--- src/rtl/phy_tx_stripe.sv ---
// Single-clock serial transmit path: DATA_W-bit words are striped byte-wise across
// LANES lanes, each lane shifting 8-bit symbols MSB first and idling on IDLE_SYM.
module phy_tx_stripe #(
  parameter int         DATA_W   = 32,
  parameter int         LANES    = 2,
  parameter logic [7:0] IDLE_SYM = 8'hBC
) (
  input  logic              clk_32f,
  input  logic              reset,
  input  logic [DATA_W-1:0] data_in,
  input  logic              valid_in,
  output logic              ready_in,
  output logic [LANES-1:0]  data_out,
  output logic              active,
  output logic              sym_start
);

  localparam int STRIPE_W = 8 * LANES;
  localparam int BPL      = DATA_W / STRIPE_W;
  localparam int SLOT_W   = (BPL > 1) ? $clog2(BPL) : 1;
  localparam logic [SLOT_W-1:0] LAST_SLOT = SLOT_W'(BPL - 1);

  logic [2:0]              bit_cnt_q, bit_cnt_d;
  logic [LANES-1:0][7:0]   sh_q, sh_d;
  logic [DATA_W-1:0]       buf_q, buf_d;
  logic                    buf_full_q, buf_full_d;
  logic [DATA_W-1:0]       cur_q, cur_d;
  logic [SLOT_W-1:0]       slot_q, slot_d;
  logic                    cur_valid_q, cur_valid_d;
  logic [DATA_W-1:0]       cur_next;
  logic                    accept;

  assign accept    = valid_in && !buf_full_q;
  assign ready_in  = !buf_full_q;
  assign active    = cur_valid_q;
  assign sym_start = (bit_cnt_q == 3'd0);

  always_comb begin
    data_out = '0;
    for (int i = 0; i < LANES; i++) data_out[i] = sh_q[i][7];
  end

  // cur is kept left-aligned: each advanced slot shifts the next stripe to the top.
  assign cur_next = cur_q << STRIPE_W;

  always_comb begin
    // NOTE: every next-state signal gets a default here so no path leaves it
    // unassigned, which would otherwise infer a latch.
    bit_cnt_d   = bit_cnt_q + 3'd1;
    sh_d        = sh_q;
    buf_d       = buf_q;
    buf_full_d  = buf_full_q;
    cur_d       = cur_q;
    slot_d      = slot_q;
    cur_valid_d = cur_valid_q;

    // Accept never collides with a load: load needs buf_full, accept needs !buf_full.
    if (accept) begin
      buf_d      = data_in;
      buf_full_d = 1'b1;
    end

    if (bit_cnt_q == 3'd7) begin
      if (cur_valid_q && (slot_q < LAST_SLOT)) begin
        slot_d = slot_q + 1'b1;
        cur_d  = cur_next;
        for (int i = 0; i < LANES; i++) sh_d[i] = cur_next[DATA_W-1-8*i -: 8];
      end else if (buf_full_q) begin
        cur_d       = buf_q;
        cur_valid_d = 1'b1;
        slot_d      = '0;
        buf_full_d  = 1'b0;
        for (int i = 0; i < LANES; i++) sh_d[i] = buf_q[DATA_W-1-8*i -: 8];
      end else begin
        cur_valid_d = 1'b0;
        slot_d      = '0;
        sh_d        = {LANES{IDLE_SYM}};
      end
    end else begin
      for (int i = 0; i < LANES; i++) sh_d[i] = {sh_q[i][6:0], 1'b0};
    end
  end

  // NOTE: sequential state is updated with non-blocking assignments so every
  // register samples the pre-edge values regardless of statement order.
  always_ff @(posedge clk_32f or posedge reset) begin
    if (reset) begin
      bit_cnt_q   <= 3'd0;
      sh_q        <= {LANES{IDLE_SYM}};
      buf_full_q  <= 1'b0;
      cur_valid_q <= 1'b0;
      slot_q      <= '0;
    end else begin
      bit_cnt_q   <= bit_cnt_d;
      sh_q        <= sh_d;
      buf_full_q  <= buf_full_d;
      cur_valid_q <= cur_valid_d;
      slot_q      <= slot_d;
    end
  end

  // NOTE: the word storage is not reset; its contents are only ever used while
  // buf_full_q/cur_valid_q mark them valid, and those flags are reset.
  always_ff @(posedge clk_32f) begin
    buf_q <= buf_d;
    cur_q <= cur_d;
  end

endmodule
--- config.mk ---
export PLATFORM = sky130hd
export DESIGN_NAME = phy_tx_stripe
export DESIGN_NICKNAME = d
export VERILOG_FILES = /design/src/rtl/phy_tx_stripe.sv
export SDC_FILE = /design/constraint.sdc
export NUM_CORES = 1
export LEC_CHECK = 0
export ABC_AREA = 1
export BUFFER_PORTS_ARGS = -buffer_cell sky130_fd_sc_hd__buf_2
export CORE_UTILIZATION = 40
export DETAILED_ROUTE_END_ITERATION = 16
export SLEW_MARGIN = 20
export SYNTH_ARGS = -nofsm -noshare
export SYNTH_HDL_FRONTEND = slang
export SYNTH_SLANG_ARGS = --single-unit
--- constraint.sdc ---
create_clock -name clk_32f -period 3.1 [get_ports clk_32f]
set_clock_uncertainty 0.05 [all_clocks]
set_input_delay 0.62 -clock clk_32f [delete_from_list [all_inputs] [get_ports clk_32f]]
set_output_delay 0.62 -clock clk_32f [all_outputs]
set_load 0.005 [all_outputs]
==> run metrics <==
Num CTS Buffers=9; Setup TNS=0 ns; Leakage Power=1.45 nW; Starting Density=41.2%; min-delay worst type=in -> async; Routability Congestion=0.744; sequential share of power=51.0%; CTS tree=done; DR vias=1638; synthesized netlist cell count=233; crit path DAT=1.31 ns; Design Power=2.37 mW; async set-reset flop share out of synthesis=31.4%; Iteration-0 DRC Markers=118; Hold Buf Count CTS=0; CP Data Required Time=2.43 ns; Worst-Skew Late Latency=0.35 ns; final hold slack=0.366 ns; count of final max-slew check failures=0; post-CTS setup buffer count=0; fin util=48.4%; Max Cap Viol=0; DIE AREA=7300 sq um; relative slew slack=46.1%; Post-Synth Adder-Cell Area=1.80%; Worst R2R Setup Slack=1.15 ns; Layout Nets=315; CTS sink cnt=70; RSZ-0062 raised after global routing=no; post-synthesis mux area share=0%; r2r endpoint=buf_q[15]; CP Max Fanout=14; Setup violations, final=0; reg-to-reg startpoint=buf_full_q; Sw Pwr=585 uW; crit path time final=1.98 ns; Seq/Total Area, Yosys=72.0%; Layout area overhead=17.4%; Core Footprint=6760 sq um; Hold Fails Final Rpt=0; filler cell count=619; H-tree Lvls=3; routed vias/inst=4.54; initial antenna violation count=0; Synth Area in Compound Gates=1.48%; I/O pin cnt=40; r2r worst-path depth=2; clock slew at reported path FFs=0.08 ns; DR WL/cell=12.0 microns; synthesized flop and latch total=70; most frequent cell after synthesis=edfxtp_1; Post-Syn Area=2780 sq um; Residual DRC=0; drt total wl=4350 microns; number of flops mapped to enable cells by yosys=48; net switching fraction of the power=24.7%; placement row count=30; vias in the first global route=1615; largest net degree at the start of global routing=23; DIE HEIGHT=85.4 microns; Mapped Avg Cell Area=11.9 sq um; main combinational cell family by area after synthesis=simple AND/OR/NAND/NOR gates; biggest area consumer among synthesized cells=edfxtp_1; total gr overflow=0; port bufs=39; final instance area=3270 sq um; final antenna-violating net count=0; cell chosen for the clock root=clkbuf_8; Area contributors post-synth=edfxtp_1 (52%), dfrtp_1 (11%), dfstp_2 (9.4%); Synth cell types=21; Synth Net Count=272; run status=completed; CTS resizes=0; first-pass GRT wire length=7500 microns; fin crit share=63.8%; CP Capture Type=output port; post-synth top area share=51.8%; Die X=85.4 microns; global router's overall resource usage=14.0%; simple-gate share of the synthesized area=16.4%; Setup Crit Path Kind=reg -> out; PwrDens=726 nW/um^2; DP HPWL=2890 microns; synth warn=0; layout cells sized above 1=28.5%; area share of xor/xnor cells in the synthesized design=0%; synth cell count leaders=edfxtp_1 (48), nand2_1 (45), inv_1 (36); P_int=1.79 mW; DRT Pass-1 Iters=6; startpoint types=register; dpl cell area=3030 sq um; Primary FF master, synth=edfxtp_1; clock power share=37.4%; combinational power share=11.6%; worst vdd rail ir drop=0.000300 V; FMAX=506 MHz; diodes inserted=0; Slew @ Worst Pin=0.807 ns; clk buf depth=2
==> per-layer routing <==
| metal | track usage [%] | vias up | wire length (microns) |
|---|---|---|---|
| li1 | - | 829 | - |
| met1 | 17.0 | 766 | 2010 |
| met2 | 22.2 | 37 | 2100 |
| met3 | 3.31 | 6 | 159 |
| met4 | 10.0 | 0 | 80 |
| met5 | 0 | - | 0 |
==> cell families after synthesis <==
group,count (synthesis)
AND/OR/NAND/NOR,102
buffers and inverters,50
AO/OA/AOI/OAI,7
flip-flops,70
adder cells (fa/ha/maj),4
==> flip-flops by register name, summed over array words and instances, names as in the netlist <==
register / count
sh_q: 14
buf_q: 32
data_out: 2
buf_full_q: 1
active: 1
bit_cnt_q: 3
slot_q: 1
cur_q: 16
==> worst max path at each step <==
stage | from | end
final | buf_full_q | ready_in
after global routing | buf_full_q | buf_q[5]
after CTS | buf_full_q | ready_in
after detailed placement | valid_in | buf_q[16]
after global placement | valid_in | buf_q[5]
after floorplan | valid_in | buf_q[0]
==> worst max-delay path: stages (launching register included) <==
cell	delay [ns]
dfrtp_1	0.63
inv_2	0.16
buf_2	0.17
==> placed cells by master, fill, tap and decap left out <==
cell	instances
bufinv_16	3
clkinvlp_4	1
inv_2	3
inv_6	2
o21bai_1	1
nor2_4	2
buf_2	39
nor2_2	1
edfxtp_1	48
nand3_1	28
inv_1	36
o21ai_1	1
nand2_2	3
nor2_1	22
nand2_8	1
clkinv_2	1
dfstp_2	10
buf_4	3
dfrtp_1	12
ha_1	4
a21oi_1	2
o21ai_0	2
clkbuf_8	9
o21ai_2	1
inv_4	1
nand2_1	45
==> metrics by stage <==
stage / setup WS, ns / instances
after floorplan: 0.597 / 233
after global placement: 1.07 / 345
after global routing: 1.01 / 361
after CTS: 1.09 / 361
after detailed placement: 1.02 / 345
final: 1.12 / 361
==> power groups by stage <==
stage / Sequential (mW) / Combinational, mW / Clock [mW]
2_1_floorplan: 1.21 / 0.232 / 0
3_3_place_gp: 1.23 / 0.274 / 0
3_5_place_dp: 1.23 / 0.282 / 0
4_1_cts: 1.21 / 0.285 / 0.911
5_1_grt: 1.22 / 0.323 / 0.946
6_report: 1.21 / 0.276 / 0.886
==> final cells by class <==
class                           instances  area [sq um]  area share [%]
Clock buffer                            9           124            3.79
Clock inverter                          7           120            3.67
Inverter                               40           153            4.67
Multi-Input combinational cell        113           551            16.8
Sequential cell                        70          2000            61.3
Tap cell                               80           100            3.06
Timing Repair Buffer                   42           218            6.66
Power figures use the tool's default switching activity.
